File: config.mk
export PLATFORM = sky130hd
export DESIGN_NAME = multi_seq
export DESIGN_NICKNAME = d
export VERILOG_FILES = /design/src/rtl/multi_seq.sv
export SDC_FILE = /design/constraint.sdc
export NUM_CORES = 1
export LEC_CHECK = 0
export ABC_CLOCK_PERIOD_IN_PS = 3650
export BUFFER_PORTS_ARGS = -buffer_cell sky130_fd_sc_hd__buf_4
export CORE_MARGIN = 1
export CORE_UTILIZATION = 55
export CTS_BUF_LIST = sky130_fd_sc_hd__clkbuf_8
export DETAILED_ROUTE_END_ITERATION = 10
export PLACE_DENSITY = 0.85
export RECOVER_POWER = 50
export SLEW_MARGIN = 20
export SYNTH_ARGS = -nofsm -noshare
export SYNTH_HDL_FRONTEND = slang
export SYNTH_SLANG_ARGS = --single-unit
File: constraint.sdc
create_clock -name clk -period 3.65 [get_ports clk]
set_input_delay 0.365 -clock clk [delete_from_list [all_inputs] [get_ports clk]]
set_output_delay 0.365 -clock clk [all_outputs]
set_load 0.01 [all_outputs]
File: src/rtl/multi_seq.sv
// Sequential shift-add multiplier: one WIDTH+1-bit adder iterated WIDTH times,
// with sign fix-up, full/truncated product and Z/N/C/V flags.
module multi_seq #(
  parameter int WIDTH = 4
) (
  input  logic                 clk,
  input  logic                 rst,
  input  logic                 start,
  input  logic                 signed_mode,
  input  logic [WIDTH-1:0]     a,
  input  logic [WIDTH-1:0]     b,
  output logic                 busy,
  output logic                 done,
  output logic [2*WIDTH-1:0]   P,
  output logic [WIDTH-1:0]     Pcirc,
  output logic                 Z,
  output logic                 N,
  output logic                 C,
  output logic                 V
);

  localparam logic [1:0] IDLE = 2'd0;
  localparam logic [1:0] RUN  = 2'd1;
  localparam logic [1:0] SIGN = 2'd2;
  localparam logic [1:0] DONE = 2'd3;
  localparam int CW = (WIDTH > 2) ? $clog2(WIDTH) : 1;

  logic [1:0]         state_reg;
  logic [WIDTH-1:0]   mcand_reg;
  logic [WIDTH-1:0]   mplier_reg;
  logic [2*WIDTH-1:0] acc_reg;
  logic [CW-1:0]      cnt_reg;
  logic               neg_reg;
  logic               mode_reg;
  logic [2*WIDTH-1:0] p_reg;
  logic               z_reg, n_reg, c_reg, v_reg;

  logic               accept;
  logic [WIDTH-1:0]   a_mag, b_mag;
  logic [WIDTH:0]     sum;
  logic [2*WIDTH-1:0] acc_shift;
  logic [2*WIDTH-1:0] result;
  logic               res_z, res_n, res_c, res_v;

  assign accept = start && (state_reg == IDLE || state_reg == DONE);

  // Magnitudes are WIDTH-bit unsigned, so the most-negative operand maps to 2^(WIDTH-1).
  assign a_mag = (signed_mode && a[WIDTH-1]) ? -a : a;
  assign b_mag = (signed_mode && b[WIDTH-1]) ? -b : b;

  assign sum       = {1'b0, acc_reg[2*WIDTH-1:WIDTH]}
                   + (mplier_reg[0] ? {1'b0, mcand_reg} : {(WIDTH+1){1'b0}});
  assign acc_shift = {sum, acc_reg[WIDTH-1:1]};

  assign result = neg_reg ? -acc_reg : acc_reg;
  assign res_z  = (result[WIDTH-1:0] == '0);
  assign res_n  = result[WIDTH-1];
  assign res_c  = !mode_reg && (|result[2*WIDTH-1:WIDTH]);
  // Signed overflow: upper half plus the truncated sign bit must be a pure sign extension.
  assign res_v  = mode_reg && !((&result[2*WIDTH-1:WIDTH-1]) || !(|result[2*WIDTH-1:WIDTH-1]));

  always_ff @(posedge clk) begin
    if (rst) begin
      state_reg  <= IDLE;
      mcand_reg  <= '0;
      mplier_reg <= '0;
      acc_reg    <= '0;
      cnt_reg    <= '0;
      neg_reg    <= 1'b0;
      mode_reg   <= 1'b0;
      p_reg      <= '0;
      z_reg      <= 1'b1;
      n_reg      <= 1'b0;
      c_reg      <= 1'b0;
      v_reg      <= 1'b0;
    end else begin
      case (state_reg)
        IDLE, DONE: begin
          if (accept) begin
            state_reg  <= RUN;
            mcand_reg  <= a_mag;
            mplier_reg <= b_mag;
            acc_reg    <= '0;
            cnt_reg    <= '0;
            neg_reg    <= signed_mode && (a[WIDTH-1] ^ b[WIDTH-1]);
            mode_reg   <= signed_mode;
          end else begin
            state_reg <= IDLE;
          end
        end
        RUN: begin
          acc_reg    <= acc_shift;
          mplier_reg <= mplier_reg >> 1;
          cnt_reg    <= cnt_reg + 1'b1;
          if (cnt_reg == CW'(WIDTH - 1)) begin
            state_reg <= SIGN;
          end
        end
        SIGN: begin
          state_reg <= DONE;
          p_reg     <= result;
          z_reg     <= res_z;
          n_reg     <= res_n;
          c_reg     <= res_c;
          v_reg     <= res_v;
        end
        default: state_reg <= IDLE;
      endcase
    end
  end

  assign busy  = (state_reg == RUN) || (state_reg == SIGN);
  assign done  = (state_reg == DONE);
  assign P     = p_reg;
  assign Pcirc = p_reg[WIDTH-1:0];
  assign Z     = z_reg;
  assign N     = n_reg;
  assign C     = c_reg;
  assign V     = v_reg;

endmodule

==> results of run 1 <==
-- per-layer routing --
metal  wire length, um  share of wire, %  track usage [%]
met1              1760                43             24.7
met2              2040                50             38.6
met3               198               4.9             6.57
met4                80               2.0             8.14
met5                 0                 0                0
-- worst max-delay path, stage by stage (launching register included) --
cell and delay [ns]:
dfxtp_1 0.37, inv_1 0.06, ha_1 0.36, and2_0 0.36, a21oi_1 0.88, or3_1 0.22
a21oi_1 0.06
-- per-stage QoR --
stage | util (%) | instance area [sq um] | hold WS (ns)
floorplan | - | 2050 | 0.427
global placement | 63.0 | 2170 | 0.439
detailed placement | 63.0 | 2170 | 0.449
CTS | 65.1 | 2240 | 0.356
global route | 62.7 | 2160 | 0.366
finish | 62.7 | 2160 | 0.363
-- worst min-delay path by stage --
| stage | to | slack (ns) | start | cells after the start |
|---|---|---|---|---|
| after floorplan | mplier_reg[3] | 0.43 | mplier_reg[3] | 2 |
| after global placement | mplier_reg[3] | 0.44 | mplier_reg[3] | 2 |
| after detailed placement | mplier_reg[3] | 0.45 | mplier_reg[3] | 2 |
| after CTS | mcand_reg[0] | 0.36 | a[0] | 3 |
| after global routing | mcand_reg[0] | 0.37 | a[0] | 3 |
| final | mcand_reg[0] | 0.36 | a[0] | 3 |
-- cell usage in the layout (no fill, tap or decap), types with 2 or more instances in the layout --
master    synthesis  layout
o31ai_1           3       4
or3_1             4       5
nand2b_1          3       3
xnor2_1           3       3
o21ai_0           6       6
mux2i_1           4       4
nand3_1          17      17
dfxtp_1          33      33
clkbuf_1          9      17
nand2_1          28      28
inv_1            13      13
nor2_1           18      18
nand4b_1          3       3
clkbuf_8          4       5
a211oi_1         11      11
ha_1             12      12
nor3_1            2       2
buf_4             5      13
a311oi_1          2       2
xor2_1            7       7
a21o_1            2       2
a21oi_1          25      25
and2_1            5       4
-- power groups by stage --
stage / combinational, mW / sequential, mW / clock [mW]
2_1_floorplan: 0.331 / 0.503 / 0
3_3_place_gp: 0.467 / 0.501 / 0
3_5_place_dp: 0.475 / 0.505 / 0
4_1_cts: 0.478 / 0.498 / 0.255
5_1_grt: 0.485 / 0.506 / 0.280
6_report: 0.436 / 0.495 / 0.249
-- cell type report --
class	count	share of cell area (%)
well taps	46	2.67
clock inverters	1	0.232
clock buffers	5	3.19
multi-input cells	176	53.6
inverters	13	2.26
repair buffers	30	7.47
flip-flops and latches	33	30.6
-- cell families (layout without fill, tap and decap cells) --
| family | count (synthesis) | count (layout) |
|---|---|---|
| compound gates | 58 | 58 |
| xor+xnor | 10 | 10 |
| fa+ha+maj | 13 | 13 |
| buf+inv | 37 | 49 |
| flops | 33 | 33 |
| mux | 4 | 4 |
| simple gates | 91 | 91 |
==> implementation parameters, run 1 <==
Parameter                              Value

Run status
  Status ... finished clean

Run
  Number of max-capacitance violations reported ... 0

Place
  Final RePlAce weighted congestion ... 0.788
  Input/output buffers ... 29
  Placed wire-length estimate ... 2890 um
  Number of placed instances with taps included ... slightly below 300
  Setup Slack @ Placement ... 1.36 ns

STA
  Worst Slack Setup Final ... ~1.2 ns
  Number of max-slew violations in the final report ... 0
  Hold violation count in the final report ... 0
  Total Neg Setup Slack ... 0 ns
  Setup repair after global routing missed its margin ... no
  Final worst-path cycle share ... 66.7%
  F_max ... 411 MHz
  Slew at the pin closest to its max-slew limit ... between 1 and 1.5 ns
  Worst Skew ... 0.00543 ns
  Worst max-slew margin expressed relative to the limit ... 31.9%
  Setup-failing EPs final ... 0
  Min Clock Period, post-route ... 2.43 ns

Clocking
  Cts repair resizes ... 0
  Hold-fix buffers at CTS ... 0
  Total number of clock tree sinks ... 33
  Clock-pin slew on the worst setup and hold paths ... roughly 0.06 ns
  Maximum clock path buffer count ... 2
  Num CTS Buffers ... 5
  Setup fix buffers added after clock tree synthesis ... 0
  Total number of H-tree levels ... 2
  Worst-skew pair later-pin latency ... 0.28 ns
  CTS tree ... done
  Clock root cell ... clkbuf_8

Die
  Top-level I/O count ... 30
  Num rows ... 21
  Die Y ... ~63 um
  Core box area ... 3440 sq um
  Starting Density ... 59.5%
  Die extent in x ... 63.0 um
  Full die area ... 3970 sq um

Power and ir drop
  Static Leakage ... between 0.8 and 0.9 nW
  Switching share of power ... roughly 40%
  Switch Pwr ... roughly 460 uW
  Internal Dissipation ... 719 uW
  Fraction of power consumed by sequential logic ... 41.9%
  Clock network fraction of total power ... a little over a fifth
  Cell Pwr Density ... 546 nW/um^2
  Max IR drop VDD ... approximately 0.00038 V
  Total power after layout ... ~1.2 mW
  Combinational cell fraction of total power ... 37.0%

Yosys
  Dominant synthesized flop cell ... dfxtp_1
  Adder-cell share of the synthesized area ... 8.31%
  Area share of the largest cell type after synthesis ... 32.3%
  Gate Count Post-Synth ... approximately 250
  Yosys synthesis warning count ... 0
  Compound-Gate Fraction of Synth Area ... 19.3%
  Top cell type by total area after synthesis ... dfxtp_1
  Most used standard cells in the synthesized netlist ... 33 x dfxtp_1, 28 x nand2_1, 25 x a21oi_1
  Post-synthesis area per instance ... roughly 8.3 sq um
  Netlist Area Pre-Place ... 2050 sq um
  Mux contribution to synthesized area ... under 10%
  Largest cells by area after synthesis ... dfxtp_1 32%, ha_1 7.3%, a21oi_1 6.1%, nand2_1 5.1%, nand3_1 4.2%
  Portion of the post-synthesis area used by sequential elements ... 32.3%
  Synth Register Bits ... 33
  Net count after synthesis ... 271
  Share of synthesized flip-flops with an asynchronous set or reset ... 0%
  Most instantiated library cell after synthesis ... dfxtp_1
  Combinational family with the most area after synthesis ... simple AND/OR/NAND/NOR gates
  EDFF count, synth ... 0
  Number of distinct library cell variants in the gate-level netlist after synthesis ... 48
  Simple-gate share of the synthesized area ... 23.6%
  Xor and xnor fraction of the mapped netlist area ... about 4.3%

Worst setup path
  Critical path startpoint ... state_reg[0]
  Kind of end point of the critical path ... flip-flop
  Logic depth of the worst register-to-register path ... 6
  Worst R2R End ... acc_reg[7]
  Worst reg-to-reg setup slack ... 1.22 ns
  Startpoint type of the worst setup path ... flip-flop
  Crit path kind ... flip-flop to flip-flop
  Termination of the worst setup path ... acc_reg[7]
  Launch instance of the worst register-to-register path ... state_reg[0]
  Arrival time of the worst setup path ... 2.59 ns
  Required time at the endpoint of the critical path ... 3.81 ns
  Highest net fanout along the worst path ... 15

Routing
  Vias post-DR ... 1726
  DR iter-0 viols ... ~90
  Routed wirelength normalized by instance count ... 13.4 um
  Via-to-Cell Ratio ... 5.68
  Number of search-and-repair iterations in the first detailed-routing pass ... 5
  DRC violations left ... 0
  Number of antenna-violating nets in the routed design ... 0
  Overall routed net length ... 4080 um

Global routing
  Number of global-route vias before repair ... 1554
  Aggregate global-route resource usage ... 22.0%
  Maximum number of pins on one net before global-route repair ... 34
  Initial antenna violation count ... 0
  Global-route wire length before repair ... 6780 um
  Congestion Overflow GR ... 0

Worst hold path
  Min-Delay Path Class ... input port to flip-flop

Finish
  Count of antenna diodes in the layout ... 0
  Layout cells sized above 1 ... 10.1%
  Fill count ... around 340
  Area Overhead vs Synth ... 5.50%
  Filler-free cell count of the finished design ... between 300 and 400
  FF/Latch Area ... ~660 sq um
  Final nets ... 284
  Combined area of the multi-input logic cells ... around 1200 sq um
(Power assumes the default switching activity.)
==> run 2: changes to the inputs <==
- ABC_AREA: not set -> 1
- ABC_CLOCK_PERIOD_IN_PS: 3650 -> 2040
- CORE_UTILIZATION: 55 -> 52
- clock period: 3.65 -> 2.04 ns (I/O delays scaled with it)
==> run 2 against run 1 <==
- synthesized cell count grew 3.7%
- synthesized area shrank 9.3%
- worst setup slack lost 0.89 ns
- maximum frequency grew 42%
- via count shrank 4.4%
- sequential power grew 78%
- critical path type unchanged
- largest cell class unchanged
- highest routed layer unchanged
==> implementation parameters, run 2 <==
Parameter                              Value

Routing
  DR iter-0 viols ... 92
  Number of search-and-repair iterations in the first detailed-routing pass ... 5
  Overall routed net length ... 3720 um
  Routed wirelength normalized by instance count ... around 11 um
  DRC violations left ... 0
  Via-to-Cell Ratio ... 5.08
  Vias post-DR ... 1650
  Number of antenna-violating nets in the routed design ... 0

Clocking
  Maximum clock path buffer count ... 2
  Total number of clock tree sinks ... 33
  Clock-pin slew on the worst setup and hold paths ... 0.06 ns
  Worst-skew pair later-pin latency ... 0.29 ns
  Clock root cell ... clkbuf_8
  Total number of H-tree levels ... 2
  Cts repair resizes ... 0
  CTS tree ... done
  Num CTS Buffers ... 5
  Setup fix buffers added after clock tree synthesis ... 0
  Hold-fix buffers at CTS ... 0

Power and ir drop
  Internal Dissipation ... 1.30 mW
  Static Leakage ... roughly 0.99 nW
  Switch Pwr ... between 800 and 900 uW
  Switching share of power ... 38.3%
  Fraction of power consumed by sequential logic ... between 40% and 50%
  Total power after layout ... between 2 and 2.5 mW
  Max IR drop VDD ... 0.000461 V
  Cell Pwr Density ... 1010 nW/um^2
  Clock network fraction of total power ... between 20% and 30%
  Combinational cell fraction of total power ... 34.7%

Global routing
  Congestion Overflow GR ... 0
  Initial antenna violation count ... 0
  Aggregate global-route resource usage ... between 20 and 25%
  Global-route wire length before repair ... about 6000 um
  Maximum number of pins on one net before global-route repair ... 22
  Number of global-route vias before repair ... 1413

Place
  Final RePlAce weighted congestion ... 0.799
  Placed instance area ... 2060 sq um
  Placed wire-length estimate ... 2720 um
  Input/output buffers ... 29

Worst setup path
  Highest net fanout along the worst path ... 12
  Logic depth of the worst register-to-register path ... 9
  Launch instance of the worst register-to-register path ... state_reg[0]
  Arrival time of the worst setup path ... 1.91 ns
  Crit-path cells ... inv_1 -> ha_1 -> nand2_1 -> inv_2 -> a21oi_4 -> inv_1 -> o21ai_1 -> o21bai_1 -> inv_1
  Required time at the endpoint of the critical path ... between 2 and 2.5 ns
  Startpoint type of the worst setup path ... flip-flop
  Worst stage delay on the critical path ... around 0.36 ns
  Kind of end point of the critical path ... flip-flop
  Crit path kind ... flip-flop to flip-flop
  Worst reg-to-reg setup slack ... around 0.32 ns
  Worst path slowest cell ... dfxtp_1
  Worst R2R End ... mplier_reg[1]
  Critical path's most frequent cell ... inv_1

Die
  Top-level I/O count ... 30
  Die extent in x ... roughly 62 um
  Num rows ... 21
  Starting Density ... 54.8%
  Core box area ... between 3000 and 4000 sq um
  Die Y ... 61.8 um
  Full die area ... 3810 sq um

Yosys
  EDFF count, synth ... 0
  Net count after synthesis ... 280
  Number of distinct library cell variants in the gate-level netlist after synthesis ... 33
  Synth Register Bits ... 33
  Dominant synthesized flop cell ... dfxtp_1
  Largest cells by area after synthesis ... dfxtp_1 36%, nand2_1 11%, ha_1 8.1%, inv_1 6.1%, a21oi_1 5.9%
  Most used standard cells in the synthesized netlist ... 52 x nand2_1, 33 x dfxtp_1, 30 x inv_1
  Yosys synthesis warning count ... 0
  Portion of the post-synthesis area used by sequential elements ... between 30% and 40%
  Netlist Area Pre-Place ... 1860 sq um
  Share of synthesized flip-flops with an asynchronous set or reset ... 0%
  Area share of the largest cell type after synthesis ... 35.6%
  Most instantiated library cell after synthesis ... nand2_1
  Top cell type by total area after synthesis ... dfxtp_1
  Post-synthesis area per instance ... approximately 7.3 sq um
  Gate Count Post-Synth ... 255

Worst hold path
  WHS Path Cells ... 3
  Endpoint, Worst Hold ... mcand_reg[0]
  Min-Delay Path Class ... input port to flip-flop
  Startpoint of the most critical hold path ... a[0]

Finish
  Layout cells sized above 1 ... around 14%
  Area Overhead vs Synth ... 12.3%
  Final nets ... 304
  Non-Filler Cell Area, Final ... 2080 sq um
  Most frequent cells in the layout ... 52 x nand2_1, 33 x dfxtp_1, 31 x inv_1, 22 x a21oi_1, 20 x nor2_1
  Count of antenna diodes in the layout ... 0
  Most common cell after layout, fill and taps aside ... nand2_1
  End-of-flow core utilization ... 61.5%
  Fill count ... 310

STA
  Setup repair after global routing missed its margin ... no
  Number of max-slew violations in the final report ... 0
  Hold violation count in the final report ... 0
  Worst max-slew margin expressed relative to the limit ... 62.7%
  F_max ... 582 MHz
  Slew at the pin closest to its max-slew limit ... 0.560 ns
  Worst Skew ... 0.00485 ns
  Setup-failing EPs final ... 0
  Final worst-path cycle share ... 84.2%
  Worst slack on hold paths ... 0.188 ns
  Total Neg Setup Slack ... 0 ns
  Min Clock Period, post-route ... 1.72 ns

Run status
  Status ... finished clean

Run
  Number of max-capacitance violations reported ... 0
run 2: cell types whose count changed after synthesis, moves of 7 or more:
cell      change
nand2_1      +24
inv_1        +17
a211oi_1     -10
o21ai_0       +9
nand2_2       +8
nand3_1       -7
run 2: logic make-up (layout without fill, tap and decap cells):
family / after synthesis / after routing / share of synthesized area, %
simple gates: 103 / 103 / 25.1
flops: 33 / 33 / 35.6
buf+inv: 46 / 70 / 10.7
fa+ha+maj: 13 / 13 / 9.16
xor+xnor: 5 / 5 / 2.36
compound gates: 55 / 55 / 17.1
run 2: layout make-up:
cell class	instances	area, sq um	area share, %
flip-flops and latches	33	661	31.7
clock buffers	6	82.6	3.96
well taps	46	57.6	2.76
repair buffers	30	161	7.74
multi-input cells	176	995	47.7
clock inverters	1	3.75	0.180
inverters	33	124	5.94
run 2: routing by layer:
metal | part of all wire (%) | track usage, % | wire (um) | up-vias
met5 | 0 | 0 | 0 | -
met4 | 1.9 | 14.0 | 70 | 0
met3 | 2.9 | 4.97 | 108 | 5
met2 | 48 | 35.2 | 1770 | 27
met1 | 48 | 26.8 | 1770 | 750
li1 | - | - | - | 868
run 2: stage by stage:
step,instances,setup WS [ns]
detailed placement,318,0.332
floorplan,255,0.556
CTS,325,0.331
global route,325,0.136
global placement,318,0.385
finish,325,0.322
run 2: critical path: cells and delay by family, from the launching register on:
kind | cells | cell delay (ns)
compound gates | 3 | 0.44
buf+inv | 4 | 0.38
flops | 1 | 0.36
fa+ha+maj | 1 | 0.30
simple gates | 1 | 0.14
run 2: worst max path at each step:
stage,startpoint,to,slack [ns],cells past startpoint
floorplan,state_reg[0],mplier_reg[1],0.56,9
global placement,state_reg[0],mplier_reg[1],0.38,9
detailed placement,state_reg[0],mplier_reg[1],0.33,9
CTS,state_reg[0],mplier_reg[1],0.33,9
global route,state_reg[0],mplier_reg[1],0.14,9
finish,state_reg[0],mplier_reg[1],0.32,9
run 2: power groups by stage:
stage / Combinational, mW / Sequential, mW / Clock, mW
after floorplan: 0.556 / 0.896 / 0
after global placement: 0.783 / 0.892 / 0
after detailed placement: 0.799 / 0.895 / 0
after CTS: 0.803 / 0.884 / 0.498
after global routing: 0.833 / 0.903 / 0.523
final: 0.733 / 0.883 / 0.496
==> run 3: changes to the inputs <==
- ABC_CLOCK_PERIOD_IN_PS: 2040 -> 1400
- clock period: 2.04 -> 1.4 ns (I/O delays scaled with it)
==> run 3 against run 2 <==
- the run now ends with negative setup slack left
- total power is 85% higher
- final cell count is 7.1% higher
- register-to-register slack worse by 0.46 ns
- sequential cell count stayed put
- cell area is 20% higher
==> implementation parameters, run 3 (synthesis gave the netlist of run 2 again) <==
Parameter                              Value

Place
  Input/output buffers ... 29
  Placed wire-length estimate ... about 2900 um
  Placed instance area ... 2190 sq um
  Final RePlAce weighted congestion ... 0.865

Power and ir drop
  Switching share of power ... between 30% and 40%
  Combinational cell fraction of total power ... 45.5%
  Internal Dissipation ... 2.38 mW
  Max IR drop VDD ... 0.000824 V
  Switch Pwr ... roughly 1.5 mW
  Fraction of power consumed by sequential logic ... 33.7%
  Cell Pwr Density ... 1560 nW/um^2
  Static Leakage ... 1.14 nW
  Clock network fraction of total power ... 20.7%

Global routing
  Maximum number of pins on one net before global-route repair ... 22
  Initial antenna violation count ... 0
  Number of global-route vias before repair ... 1633
  Congestion Overflow GR ... 0
  Global-route wire length before repair ... 7080 um
  Aggregate global-route resource usage ... 25.8%

Finish
  Layout cells sized above 1 ... approximately 36%
  Area Overhead vs Synth ... 34.8%
  Count of antenna diodes in the layout ... 0
  Non-Filler Cell Area, Final ... ~2500 sq um
  Most frequent cells in the layout ... 44 x nand2_1, 29 x buf_4, 23 x dfxtp_1, 23 x inv_1
  Final nets ... 326
  Most common cell after layout, fill and taps aside ... nand2_1

Worst setup path
  Crit-path cells ... inv_2 -> ha_4 -> nand2_4 -> inv_4 -> a21oi_4 -> buf_6 -> nor2_4 -> nand2_1 -> a21oi_1
  Startpoint type of the worst setup path ... flip-flop
  Worst stage delay on the critical path ... 0.35 ns
  Crit path kind ... flip-flop to flip-flop
  Required time at the endpoint of the critical path ... ~1.6 ns
  Arrival time of the worst setup path ... 1.75 ns
  Highest net fanout along the worst path ... 5
  Kind of end point of the critical path ... flip-flop
  Worst path slowest cell ... dfxtp_2

Clocking
  Num CTS Buffers ... 5
  Clock root cell ... clkbuf_8
  Hold-fix buffers at CTS ... 0
  CTS tree ... done
  Clock-pin slew on the worst setup and hold paths ... roughly 0.070 ns
  Worst-skew pair later-pin latency ... 0.29 ns
  Maximum clock path buffer count ... 2
  Total number of H-tree levels ... 2
  Total number of clock tree sinks ... 33

Routing
  Vias post-DR ... 1952
  Via-to-Cell Ratio ... 5.61
  Routed wirelength normalized by instance count ... ~17 um
  DRC violations left ... 0
  Number of antenna-violating nets in the routed design ... 0
  Number of search-and-repair iterations in the first detailed-routing pass ... 6
  DR iter-0 viols ... approximately 270
  Overall routed net length ... 5770 um

STA
  Setup-failing EPs final ... 14
  Min Clock Period, post-route ... 1.53 ns
  Worst Slack Setup Final ... -0.133 ns
  Slew at the pin closest to its max-slew limit ... ~0.49 ns
  Setup repair after global routing missed its margin ... yes
  Final worst-path cycle share ... 110%
  Worst Skew ... approximately 0.0057 ns
  Total Neg Setup Slack ... -1.03 ns
  Hold violation count in the final report ... 0
  F_max ... 652 MHz
  Worst max-slew margin expressed relative to the limit ... 67.6%
  Number of max-slew violations in the final report ... 0

Run status
  Status ... finished, violations left
  Failing checks ... negative setup slack

Worst hold path
  Min-Delay Path Class ... input port to flip-flop

Die
  Num rows ... 21
  Starting Density ... 54.8%
  Top-level I/O count ... 30
  Die extent in x ... 61.8 um
  Core box area ... 3390 sq um
  Full die area ... 3810 sq um
  Die Y ... 61.8 um

Run
  Number of max-capacitance violations reported ... 0
[run 3: changes by cell type in the layout (fill, tap and decap cells not counted), sizes merged]
cell / before / now
buf: 13 / 35
clkinv: 0 / 1
inv: 34 / 33
nor2: 23 / 24
[run 3: area by class of cell]
type                       count  area [sq um]
timing repair buffer          51           345
fill                         230           887
tap                           46          57.6
clock inverter                 1          5.00
clock buffer                   7          96.3
inverter                      33           131
multi-input combinational    177          1190
sequential                    33           673
[run 3: worst max-delay path, delay by kind of cell (launching register included)]
family	cells	cell delay, ns
AO/OA/AOI/OAI	2	0.21
flip-flops	1	0.35
AND/OR/NAND/NOR	3	0.35
buffers and inverters	3	0.24
adder cells (fa/ha/maj)	1	0.29
[run 3: worst paths after layout]
check | slack (ns) | start | cells after the start | to
max | -0.13 | state_reg[0] | 9 | cnt_reg[1]
min | 0.15 | a[2] | 3 | mcand_reg[2]
max reg2reg | -0.13 | state_reg[0] | 9 | cnt_reg[1]
min reg2reg | 0.47 | mplier_reg[3] | 2 | mplier_reg[3]
[run 3: layer usage]
layer / share of wire (%) / global-route usage [%] / up-vias / routed length, um
met3: 7.2 / 6.42 / 28 / 416
met4: 3.8 / 10.8 / 0 / 218
li1: - / - / 912 / -
met2: 50 / 45.9 / 124 / 2860
met1: 39 / 29.4 / 888 / 2270
met5: 0 / 0 / - / 0
[run 3: metrics by stage]
step | cells | power (mW) | util, % | hold WS [ns] | setup WS, ns
after global placement | 332 | 2.64 | 64.5 | 0.443 | -0.0233
after floorplan | 255 | 2.17 | - | 0.294 | 0.00317
after detailed placement | 332 | 2.68 | 64.5 | 0.444 | -0.0821
final | 348 | 3.91 | 73.8 | 0.150 | -0.133
after global routing | 348 | 4.13 | 73.8 | 0.166 | -0.239
after CTS | 342 | 3.61 | 69.5 | 0.140 | -0.0507
[run 3: what timing repair did]
action,in CTS,in global routing
gates resized for setup,16,48
gates cloned,1,1
endpoints found under the setup margin,17,21
pin swaps,6,16
setup buffers,1,5
[run 3: power groups by stage]
stage	Combinational, mW	Sequential, mW	Clock [mW]
finish	1.78	1.32	0.811
global route	1.93	1.34	0.860
CTS	1.51	1.29	0.812
detailed placement	1.39	1.30	0
global placement	1.35	1.29	0
floorplan	0.861	1.31	0
